### config.mk
export PLATFORM = sky130hd
export DESIGN_NAME = sram_cfg_store
export DESIGN_NICKNAME = d
export VERILOG_FILES = /design/src/rtl/sram_cfg_store.sv
export SDC_FILE = /design/constraint.sdc
export NUM_CORES = 1
export LEC_CHECK = 0
export ABC_AREA = 1
export CAP_MARGIN = 20
export CORE_ASPECT_RATIO = 0.8
export CORE_UTILIZATION = 55
export CTS_CLUSTER_SIZE = 8
export DETAILED_ROUTE_END_ITERATION = 8
export GPL_TIMING_DRIVEN = 0
export PLACE_DENSITY_LB_ADDON = 0.12
export SLEW_MARGIN = 10
export SYNTH_ARGS = -nofsm -noshare
export SYNTH_HDL_FRONTEND = slang
export SYNTH_SLANG_ARGS = --single-unit
### constraint.sdc
create_clock -name clk -period 5.17 [get_ports clk]
set_input_delay 1.034 -clock clk [delete_from_list [all_inputs] [get_ports clk]]
set_output_delay 1.034 -clock clk [all_outputs]
set_load 0.02 [all_outputs]
### src/rtl/sram_cfg_store.sv
// sram_cfg_store: settings shadow file backed by external async SRAM, with signature-checked preload and write-back engine
module sram_cfg_store #(
   parameter int          CFG_WORDS    = 4,
   parameter logic [17:0] BASE_ADDR    = 18'h00000,
   parameter logic [7:0]  SIG_VALUE    = 8'hA5,
   parameter logic [7:0]  DEFAULT_DIAL = 8'd123,
   parameter int          WAIT_CYCLES  = 2
) (
   input  logic        clk,
   input  logic        rst,
   input  logic        sram_we_n,
   input  logic [7:0]  sram_addr,
   input  logic [7:0]  sram_data_out,
   output logic [7:0]  sram_data_in,
   output logic        cfg_ready,
   output logic        busy,
   output logic [17:0] ext_addr,
   output logic [15:0] ext_dq_o,
   input  logic [15:0] ext_dq_i,
   output logic        ext_dq_oe,
   output logic        ext_ce_n,
   output logic        ext_oe_n,
   output logic        ext_we_n,
   output logic        ext_lb_n,
   output logic        ext_ub_n
);
   localparam int NB = CFG_WORDS + 1;
   localparam int IW = $clog2(NB);
   localparam int AW = (CFG_WORDS > 1) ? $clog2(CFG_WORDS) : 1;
   localparam int CW = $clog2(WAIT_CYCLES + 2);
   localparam logic [IW-1:0] LAST = IW'(CFG_WORDS);
   localparam logic [CW-1:0] WL   = CW'(WAIT_CYCLES);
   localparam logic [CW-1:0] WLM  = CW'(WAIT_CYCLES - 1);
   localparam logic [CW-1:0] WLP  = CW'(WAIT_CYCLES + 1);
   localparam logic [7:0]    NW   = 8'(CFG_WORDS);

   typedef enum logic [2:0] {S_INIT, S_PRE, S_CHECK, S_FMT, S_IDLE, S_WRITE} state_t;

   state_t          r_state;
   logic [IW-1:0]   r_idx;
   logic [CW-1:0]   r_cnt;
   logic [NB-1:0]   r_dirty;
   logic [7:0]      r_sig;
   logic            r_ready;
   logic [7:0]      r_shadow [CFG_WORDS];

   logic            w_wr;
   logic            w_any;
   logic            w_unused;
   logic [AW-1:0]   w_a;
   logic [IW-1:0]   w_pick;
   logic [7:0]      w_wdata;
   logic [NB-1:0]   w_set;
   logic [NB-1:0]   w_clr;

   assign w_unused     = ^ext_dq_i[15:8];
   assign w_a          = sram_addr[AW-1:0];
   assign w_wr         = r_ready && !sram_we_n && sram_addr < NW;
   assign w_any        = |r_dirty;
   assign cfg_ready    = r_ready;
   assign ext_ub_n     = 1'b1;
   assign busy         = w_any || r_state == S_WRITE || r_state == S_FMT;
   assign sram_data_in = (r_ready && sram_addr < NW) ? r_shadow[w_a] : 8'h00;

   always_comb begin
      w_pick = '0;
      for (int i = NB - 1; i >= 0; i--)
         if (r_dirty[i]) w_pick = IW'(i);
      w_wdata = (w_pick == LAST) ? SIG_VALUE : r_shadow[w_pick[AW-1:0]];
      w_set   = w_wr ? (NB'(1) << w_a) : '0;
      w_clr   = ((r_state == S_IDLE || r_state == S_FMT) && w_any) ? (NB'(1) << w_pick) : '0;
   end

   always_ff @(posedge clk or posedge rst) begin
      if (rst) begin
         r_state   <= S_INIT;
         r_idx     <= '0;
         r_cnt     <= '0;
         r_dirty   <= '0;
         r_sig     <= 8'h00;
         r_ready   <= 1'b0;
         for (int i = 0; i < CFG_WORDS; i++) r_shadow[i] <= 8'h00;
         ext_addr  <= '0;
         ext_dq_o  <= '0;
         ext_dq_oe <= 1'b0;
         ext_ce_n  <= 1'b1;
         ext_oe_n  <= 1'b1;
         ext_we_n  <= 1'b1;
         ext_lb_n  <= 1'b1;
      end else begin
         if (w_wr) r_shadow[w_a] <= sram_data_out;
         // a controller write in the pick cycle re-arms the same bit: set wins over clear
         r_dirty <= (r_dirty & ~w_clr) | w_set;
         case (r_state)
            S_INIT: begin
               r_state  <= S_PRE;
               r_idx    <= '0;
               r_cnt    <= '0;
               ext_addr <= BASE_ADDR;
               ext_ce_n <= 1'b0;
               ext_oe_n <= 1'b0;
               ext_lb_n <= 1'b0;
            end
            S_PRE: begin
               r_cnt <= (r_cnt == WLM) ? '0 : r_cnt + CW'(1);
               if (r_cnt == WLM && r_idx == LAST) begin
                  r_sig    <= ext_dq_i[7:0];
                  r_state  <= S_CHECK;
                  ext_ce_n <= 1'b1;
                  ext_oe_n <= 1'b1;
                  ext_lb_n <= 1'b1;
               end else if (r_cnt == WLM) begin
                  r_shadow[r_idx[AW-1:0]] <= ext_dq_i[7:0];
                  r_idx    <= r_idx + IW'(1);
                  ext_addr <= BASE_ADDR + 18'(r_idx) + 18'd1;
               end
            end
            S_CHECK: begin
               r_state <= (r_sig == SIG_VALUE) ? S_IDLE : S_FMT;
               r_ready <= r_sig == SIG_VALUE;
               if (r_sig != SIG_VALUE) begin
                  for (int i = 0; i < CFG_WORDS; i++)
                     r_shadow[i] <= (i == CFG_WORDS - 1) ? DEFAULT_DIAL : 8'h00;
                  r_dirty <= '1;
               end
            end
            S_IDLE, S_FMT: begin
               if (w_any) begin
                  r_state   <= S_WRITE;
                  r_cnt     <= '0;
                  ext_addr  <= BASE_ADDR + 18'(w_pick);
                  ext_dq_o  <= {8'h00, w_wdata};
                  ext_dq_oe <= 1'b1;
                  ext_ce_n  <= 1'b0;
                  ext_lb_n  <= 1'b0;
               end else if (r_state == S_FMT) begin
                  r_state <= S_IDLE;
                  r_ready <= 1'b1;
               end
            end
            S_WRITE: begin
               r_cnt <= r_cnt + CW'(1);
               // r_cnt is the phase of the current cycle: 0 setup, 1..WAIT strobe, WAIT+1 hold
               if (r_cnt == WLP) begin
                  r_state   <= r_ready ? S_IDLE : S_FMT;
                  ext_dq_oe <= 1'b0;
                  ext_ce_n  <= 1'b1;
                  ext_lb_n  <= 1'b1;
                  ext_we_n  <= 1'b1;
               end else begin
                  ext_we_n <= r_cnt == WL;
               end
            end
            default: r_state <= S_INIT;
         endcase
      end
   end
endmodule

* Word level (Yosys, flattened, before mapping) *
Index checks and enable logic that the tools add are counted.

storage, ports and cells
  flip-flop bits (word level) = 84
  output and inout port bits = 50
  word-level logic and storage cells = 139

operators by class
  $add $sub $neg = 3
  order comparisons = 6
  equal/unequal tests = 20
  shifts and indexed selects = 2
  mux-type cells = 57
  bitwise gates (word level) = 6
  reduce and logical (&&, ||, !) cells = 29

operators with widths
  operator                                                                       number
  32-bit two-way mux                                                             4
  32-bit bitwise mux                                                             2
  8-bit two-way mux                                                              8
  32-bit one-hot mux with 2 select lines                                         1
  18-bit two-way mux                                                             3
  18-bit one-hot mux with 3 select lines                                         1
  3-bit two-way mux                                                              13
  8-bit binary-select mux with 2-bit select                                      2
  8-bit demux with 2-bit select                                                  2
  5-bit two-way mux                                                              4
  3-bit one-hot mux with 5 select lines                                          1
  3-bit == test (second input constant)                                          4
  2-bit inequality test (second input constant)                                  6
  3-bit AND reduction                                                            4
  3-bit >= comparator (second input constant)                                    3
  2-bit inverter with 3-bit output                                               3
  8-bit == test (second input constant)                                          1
  8-bit by 3-bit less-than comparator with 1-bit output (second input constant)  1
  1-bit two-way mux                                                              8
  8-bit inequality test (second input constant)                                  1
  2-bit one-hot mux with 4 select lines                                          1
  2-bit AND reduction                                                            4
  4-bit AND reduction                                                            2
  1-bit logical AND                                                              7
  27 further kinds                                                               37

* Longest topological paths before layout *
Gate-level depths: netlist of the first run.

  word-level depth = 12
  depth in mapped cells = 10

* Worst setup path after synthesis of the first run *
OpenSTA, ideal clock, no wires.

  path type = input port to output port
  start point = in sram_addr[6]
  end point = out sram_data_in[1]
  data arrival time = 2.280 ns
  required time = 4.136 ns
  slack = 1.856 ns
  stages on the path = 5
  path buffers = 0
  path through = nor2_1 > nand2_1 > nor2_2 > inv_1 > nor4_1

between the ends
  word-level cells in the longest chain between the ends = 3

RTL lines
  what                                                   RTL line  source
  start, declared                                        12        input logic [7:0] sram_addr,
  8-bit by 3-bit less-than comparator with 1-bit output  63        assign sram_data_in = (r_ready && sram_addr < NW) ? r_shadow[w_a] : 8'h00;
  1-bit logical AND                                      63
  8-bit two-way mux                                      63
  end, declared                                          14        output logic [7:0] sram_data_in,

No other way between the ends.

* Worst setup path after layout of the first run *
  start point = in sram_addr[0]
  end point = out sram_data_in[7]

between the ends
  word-level cells in the longest chain between the ends = 5
  elaborated cells between the ends (all ways) = 7
  those cells by class = order compare (1); mux (4); bitwise (1); reduce/logical (1)

RTL lines
  what                                                                                           RTL line
  branches (longest 4 deep; another with 8-bit by 3-bit less-than comparator with 1-bit output)  n/a
  8-bit two-way mux (*)                                                                          63

Mark *: on every way between the ends. The select of a mux whose other input is x is not followed.

==> results.py, run 1 <==
metrics = {
    "logic_synthesis": {
        "async_flop_share_pct": 100.0,
        "syn_inst": 696,
        "yosys_warnings": 0,
        "synth.most_common_cell": "nand2_1",
        "synthTopCellsByCount": "nand2_1, inv_1, nand3_1",
        "synth.distinct_cells": 36,
        "avgSynthCellArea_um2": 6.732,
        "synth_seq_cells": 70,
        "yosysTopAreaCell": "dfrtp_1",
        "yosys_most_used_dff": "dfrtp_1",
        "synth_top_area_share_pct": 35.78,
        "syn-cell-area_mm2": 0.004686,
        "synth_area_leaders": "dfrtp_1, nand2_1, nand3_1, inv_1, buf_4",
        "ys_seq_area_share_pct": 37.46,
        "synth_edf_count": 0,
    },
    "worst_setup_path": {
        "cp-startpoint": "sram_addr[0]",
        "reg2reg_from": "r_idx[0]$_DFFE_PP0P_",
        "crit_end": "sram_data_in[7]",
        "rrSetupSlack_ps": 2980,
        "cp_max_fo": 10,
        "r2r_end": "r_shadow[5]$_DFF_PP0_",
        "crit_top_cell": "clkdlybuf4s50_1",
        "cp.depth": 6,
        "worst_setup_path_end_kind": "primary output",
        "arrival_ps": 3460,
        "crit_slowest_cell": "clkdlybuf4s50_1",
        "crit_chain": "clkdlybuf4s50_1, nand2_1, clkbuf_1, o22ai_1, nor3_1, clkdlybuf4s50_1",
        "crit_buf_inv": 3,
        "path_class": "in2out",
        "rr_worst_depth": 8,
        "critPathTopFamily": "buffers and inverters",
        "cp_slowest_stage_delay_ps": 700,
        "critical_path_required_ps": 4140,
        "crit_path_start_kind": "input pin",
    },
    "timing": {
        "setup_violations": 0,
        "max_freq_ghz": 0.2225,
        "relSlewSlack_pct": 56.57,
        "tightest_slew_ps": 647.0,
        "rsz0062_at_grt": "false",
        "hold_viol": 0,
        "worst_hold_slack_ps": 475.8,
        "layout_min_cycle_time_ps": 4494,
        "fin_setup_tns_ps": 0,
        "drv_slew": 0,
        "period_share_pct": 86.93,
        "finalClockSkew_ps": 11.52,
    },
    "grt": {
        "grt-ovfl-total": 0,
        "grt_max_degree": 55,
        "grt_pass1_wl_um": 23520,
        "antenna_found_initial": 0,
        "grt_pass1_vias": 4583,
        "grt_use_total_pct": 35.12,
    },
    "layout": {
        "nNetsFinal": 825,
        "fill_cells": 687,
        "fin_area_mm2": 0.005702,
        "layoutNonFillerInstCount": 895,
        "syn_to_final_growth_pct": 21.68,
        "diodes": 0,
        "drive_gt1_share_pct": 9.276,
    },
    "route": {
        "drt-initial-drc-count": 562,
        "vias": 5023,
        "antenna_left": 0,
        "vias_per_cell": 5.612,
        "drt-pass1-iter-count": 7,
        "drc_errors": 0,
        "avgRoutedWirePerCell_um": 16.71,
        "drt_wl_total_um": 14960,
    },
    "die": {
        "die_h_um": 84.56,
        "io_pins": 85,
        "rows": 29,
        "core_area_mm2": 0.008092,
        "start_util_pct": 57.91,
        "die_area_mm2": 0.008895,
        "die_x_um": 105.2,
    },
    "place": {
        "gp_congestion": 1.008,
        "dp_hpwl_um": 11570,
        "place_inst": 879,
        "port_buffers": 53,
        "place_area_mm2": 0.005460,
    },
    "flow_run": {
        "drv_cap": 0,
    },
    "clock_network": {
        "h-tree-depth": 3,
        "post_cts_buffers": 0,
        "clk_latency_ps": 360,
        "cts.sinks": 70,
        "clk_root_buffer_cell": "clkbuf_8",
        "post_cts_resized": 0,
        "hold_buffers": 0,
        "clkTransAtPathRegs_ps": 80,
        "cts_buffers": 9,
        "cts.path.max_buffers": 2,
        "cts_tree": "yes",
    },
    "worst_hold_path": {
        "hold_class": "reg2reg",
    },
    "pwr": {
        "peakVddDrop_mv": 0.3225,
        "cellLeakagePower_nw": 2.969,
        "pwr_density_cell_mw_per_mm2": 536.0,
    },
    "run_status": {
        "status": "complete, no violations",
    },
}
worst min-delay path by stage:
stage,start,to,slack [ps],cells past startpoint
6_report,ext_oe_n$_DFFE_PP1P_,ext_oe_n$_DFFE_PP1P_,480,2
4_1_cts,ext_dq_oe$_DFFE_PP0P_,ext_dq_oe$_DFFE_PP0P_,480,2
3_3_place_gp,ext_dq_oe$_DFFE_PP0P_,ext_dq_oe$_DFFE_PP0P_,460,2
5_1_grt,ext_dq_o[6]$_DFFE_PP0P_,ext_dq_o[6]$_DFFE_PP0P_,500,2
3_5_place_dp,ext_dq_oe$_DFFE_PP0P_,ext_dq_oe$_DFFE_PP0P_,460,2
2_1_floorplan,r_sig[5]$_DFFE_PP0P_,r_sig[5]$_DFFE_PP0P_,450,2
power by group:
| group | total (mW) | leakage [nW] | internal [mW] | switching, mW |
|---|---|---|---|---|
| clock network | 0.531 | 0.119 | 0.313 | 0.218 |
| registers | 0.969 | 0.867 | 0.776 | 0.193 |
| logic | 1.56 | 1.98 | 0.541 | 1.01 |
| total | 3.06 | 2.97 | 1.63 | 1.43 |
metrics by stage:
step           utilization, %  setup slack (ps)  power, mW
6_report                70.47             675.9      3.056
5_1_grt                 70.47             582.8      3.272
4_1_cts                 70.47             764.5      3.014
3_5_place_dp            67.48             780.4      2.479
3_3_place_gp            67.11             768.8      2.405
2_1_floorplan               -              1856      1.981
layout make-up:
cell class                      instances  area (um2)  share of cell area [%]
Multi-Input combinational cell        500        2351                   41.23
Sequential cell                        70        1755                   30.79
Tap cell                              108       135.1                   2.370
Buffer                                 45       275.3                   4.828
Timing Repair Buffer                   54       558.0                   9.787
Clock buffer                           12       165.2                   2.897
Clock inverter                          4       76.32                   1.339
Inverter                              102       385.4                   6.759
worst min-delay path, cell delays in order, from the launching register on:
cell and delay, ps:
dfstp_2 370, nand2_1 60, nand2_1 50
registers in the layout, summed over array words and instances (netlist names), 2 cells and up:
register,cells
r_shadow,32
ext_dq_o,8
r_sig,8
r_dirty,5
ext_addr,4
r_idx,3
r_state,3
r_cnt,2
cell families (layout without fill, tap and decap cells):
kind of cell | count (synthesis) | count (layout) | share of synthesized area [%]
AOI/OAI and AO/OA | 85 | 85 | 10.12
adders and majority gates | 8 | 8 | 2.136
buffers and inverters | 147 | 217 | 14.05
DFF | 70 | 70 | 37.46
muxes | 1 | 1 | 0.2403
other | 2 | 23 | 0.1603
and+or+nand+nor | 383 | 383 | 35.83
metal layers:
metal	part of all wire [%]	global-route usage (%)	vias to the layer above
met5	0	0	-
met4	2.6	14.08	0
met3	14	10.40	47
met2	43	51.73	332
met1	41	48.57	2279
li1	-	-	2365
layout by cell type (no fill, tap or decap), types with 3 or more instances in the layout:
master | synthesis | final
nand2_1 | 205 | 205
inv_1 | 96 | 95
nand3_1 | 93 | 93
dfrtp_1 | 67 | 67
clkdlybuf4s50_1 | 0 | 53
nor2_1 | 37 | 37
o21ai_0 | 37 | 37
buf_4 | 26 | 26
nand4_1 | 24 | 24
conb_1 | 2 | 23
a21oi_1 | 22 | 22
clkbuf_1 | 12 | 12
clkbuf_8 | 0 | 12
ha_1 | 8 | 8
buf_2 | 7 | 7
o22ai_1 | 7 | 7
nor3_1 | 7 | 7
nand2_2 | 5 | 5
o21ai_1 | 4 | 4
nor2_2 | 4 | 4
o31ai_1 | 4 | 4
inv_2 | 3 | 3
clkinv_1 | 3 | 3
o211ai_1 | 3 | 3
dfstp_2 | 3 | 3
(Power assumes the default switching activity.)
==> run 2: changes to the inputs <==
--- a/config.mk
+++ b/config.mk
@@ -5,7 +5,7 @@
 export SDC_FILE = /design/constraint.sdc
 export NUM_CORES = 1
 export LEC_CHECK = 0
-export ABC_AREA = 1
+export ABC_AREA = 0
 export CAP_MARGIN = 20
 export CORE_ASPECT_RATIO = 0.8
 export CORE_UTILIZATION = 55
==> run 2 against run 1 <==
Compared with the run above:
- global-route usage is 4.7 points lower
- via count is 27% lower
- die area is 9.3% lower
- non-clock buffer count up 5
- critical path type unchanged
- critical endpoint is now sram_data_in[1]
- highest routed layer unchanged
==> results.py, run 2 <==
metrics = {
    "run_status": {
        "status": "complete, no violations",
    },
    "worst_setup_path": {
        "worst_setup_path_end_kind": "primary output",
        "crit_chain": "clkdlybuf4s50_1, nor3b_1, clkbuf_1, and3_1, clkdlybuf4s50_1",
        "path_class": "in2out",
        "reg2reg_from": "r_idx[0]$_DFFE_PP0P_",
        "crit_slowest_cell": "clkdlybuf4s50_1",
        "crit_top_cell": "clkdlybuf4s50_1",
        "cp_slowest_stage_delay_ps": 610,
        "critical_path_required_ps": 4140,
        "cp-startpoint": "sram_addr[6]",
        "arrival_ps": 3210,
        "cp_max_fo": 10,
        "crit_buf_inv": 3,
        "critPathTopFamily": "buffers and inverters",
        "crit_path_start_kind": "input pin",
    },
    "timing": {
        "period_share_pct": 82.03,
        "fin_setup_tns_ps": 0,
        "tightest_slew_ps": 759.1,
        "setup_violations": 0,
        "drv_slew": 0,
        "rsz0062_at_grt": "false",
        "relSlewSlack_pct": 49.39,
        "finalClockSkew_ps": 8.876,
        "layout_min_cycle_time_ps": 4241,
        "max_freq_ghz": 0.2358,
        "hold_viol": 0,
    },
    "pwr": {
        "pwr_density_cell_mw_per_mm2": 531.7,
        "clkPwrFrac_pct": 14.5,
        "cellLeakagePower_nw": 2.392,
        "p_seq_share_pct": 36.7,
        "p_sw_mw": 1.199,
        "pwr-share-comb_pct": 48.8,
        "peakVddDrop_mv": 0.2570,
        "p_total_mw": 2.758,
        "swShare_pct": 43.47,
        "p_int_mw": 1.559,
    },
    "die": {
        "start_util_pct": 57.11,
        "die_h_um": 80.55,
        "die_x_um": 100.2,
        "core_area_mm2": 0.007427,
        "die_area_mm2": 0.008069,
        "io_pins": 85,
        "rows": 28,
    },
    "logic_synthesis": {
        "synthXorXnorAreaFrac_pct": 0.2065,
        "synth_mux_area_share_pct": 13.54,
        "synth_fa_ha_area_share_pct": 2.360,
        "synth_area_leaders": "dfrtp_1, mux2i_1, buf_4, mux4_2, o2bb2ai_1",
        "synthSimpleGateAreaFrac_pct": 15.72,
        "avgSynthCellArea_um2": 10.15,
        "syn-cell-area_mm2": 0.004242,
        "synth_seq_cells": 70,
        "syn_inst": 418,
        "synth_edf_count": 0,
        "yosysTopAreaCell": "dfrtp_1",
        "async_flop_share_pct": 100.0,
        "synth_top_family_by_area": "compound AO/OA/AOI/OAI gates",
        "synth-compound-area-share_pct": 17.85,
        "yosys_warnings": 0,
        "ys_seq_area_share_pct": 41.39,
        "yosys_most_used_dff": "dfrtp_1",
        "synth_top_area_share_pct": 39.53,
        "synthTopCellsByCount": "dfrtp_1, nand2_1, mux2i_1, o21ai_0, buf_4",
        "synth.distinct_cells": 67,
        "synth.most_common_cell": "dfrtp_1",
    },
    "grt": {
        "grt-ovfl-total": 0,
        "grt_pass1_wl_um": 18110,
        "grt_use_total_pct": 30.41,
        "antenna_found_initial": 0,
        "grt_pass1_vias": 3379,
        "grt_max_degree": 54,
    },
    "clock_network": {
        "hold_buffers": 0,
        "post_cts_buffers": 0,
        "post_cts_resized": 0,
        "cts_tree": "yes",
        "cts.sinks": 70,
        "h-tree-depth": 3,
        "clkTransAtPathRegs_ps": 80,
        "clk_root_buffer_cell": "clkbuf_8",
        "cts_buffers": 9,
        "clk_latency_ps": 360,
        "cts.path.max_buffers": 2,
    },
    "layout": {
        "largestRegisters": "r_shadow: 32 flops, ext_dq_o: 8 flops, r_sig: 8 flops",
        "layout_common_cells": "dfrtp_1, clkdlybuf4s50_1, nand2_1, o21ai_0, mux2i_1",
        "drive_gt1_share_pct": 17.29,
        "nNetsFinal": 547,
        "final_common_cell": "dfrtp_1",
        "syn_to_final_growth_pct": 22.27,
        "diodes": 0,
        "max_flop_register": "r_shadow",
        "largest_reg_flops": 32,
        "fin_util_pct": 69.83,
    },
    "flow_run": {
        "drv_cap": 0,
    },
    "route": {
        "drt-pass1-iter-count": 5,
        "drt-initial-drc-count": 276,
        "vias": 3656,
        "drc_errors": 0,
        "avgRoutedWirePerCell_um": 18.80,
        "antenna_left": 0,
        "met2_length_um": 4877,
        "maxUsedRoutingLayer": "met4",
        "drt_wl_total_um": 11540,
        "met3RoutedLength_um": 1195,
        "met1_length_um": 5266,
        "vias_per_cell": 5.954,
    },
    "place": {
        "dp_hpwl_um": 8753,
        "port_buffers": 53,
        "gp_congestion": 0.9118,
    },
    "worst_hold_path": {
        "hold_class": "reg2reg",
        "hp-start": "ext_we_n$_DFFE_PP1N_",
    },
}
run 2: final timing paths:
path / endpoint / slack, ps / depth (start not counted)
min: ext_we_n$_DFFE_PP1N_ / 480 / 2
max reg2reg: r_shadow[15]$_DFF_PP0_ / 2820 / 6
max in group asynchronous: ext_oe_n$_DFFE_PP1P_ / 3620 / 3
min in group asynchronous: ext_addr[2]$_DFFE_PP0P_ / 970 / 2
min reg2reg: ext_we_n$_DFFE_PP1N_ / 480 / 2
max: sram_data_in[1] / 930 / 5
run 2: cells by family after synthesis:
| family | after synthesis |
|---|---|
| other | 2 |
| AND/OR/NAND/NOR | 121 |
| buffers and inverters | 65 |
| flip-flops | 70 |
| AO/OA/AOI/OAI | 105 |
| adder cells (fa/ha/maj) | 8 |
| multiplexers | 46 |
| XOR/XNOR | 1 |
run 2: layout make-up:
cell class	count	area [um2]
Tap cell	105	131.4
Fill cell	611	2241
Clock inverter	7	50.05
Clock buffer	9	123.9
Multi-Input combinational cell	304	2193
Sequential cell	70	1755
Inverter	15	58.81
Buffer	50	315.3
Timing Repair Buffer	54	558.0
run 2: tightest hold or removal path, stage by stage (launching register included):
cell     delay (ps)
dfstp_2         370
nand2_1          40
o21ai_0          60
run 2: power by group through the flow:
stage	Combinational [mW]	Clock [mW]	Sequential, mW
5_1_grt	1.47	0.427	1.03
6_report	1.35	0.400	1.01
4_1_cts	1.33	0.407	1.00
3_3_place_gp	1.29	0	0.994
3_5_place_dp	1.32	0	1.01
2_1_floorplan	0.882	0	0.989
run 2: metrics by stage:
step	cell area [um2]	setup WS [ps]	cells	hold slack (ps)
finish	5186	929.2	614	478.3
global route	5186	832.6	614	508.4
CTS	5186	938.9	614	482.9
detailed placement	5012	944.6	598	471.8
global placement	4982	984.6	597	465.3
floorplan	4320	2124	439	471.7
run 2: per-layer routing:
metal | track usage [%] | up-vias
met5 | 0 | -
met4 | 9.855 | 0
met3 | 8.094 | 18
met2 | 42.74 | 220
met1 | 45.24 | 1734
li1 | - | 1684
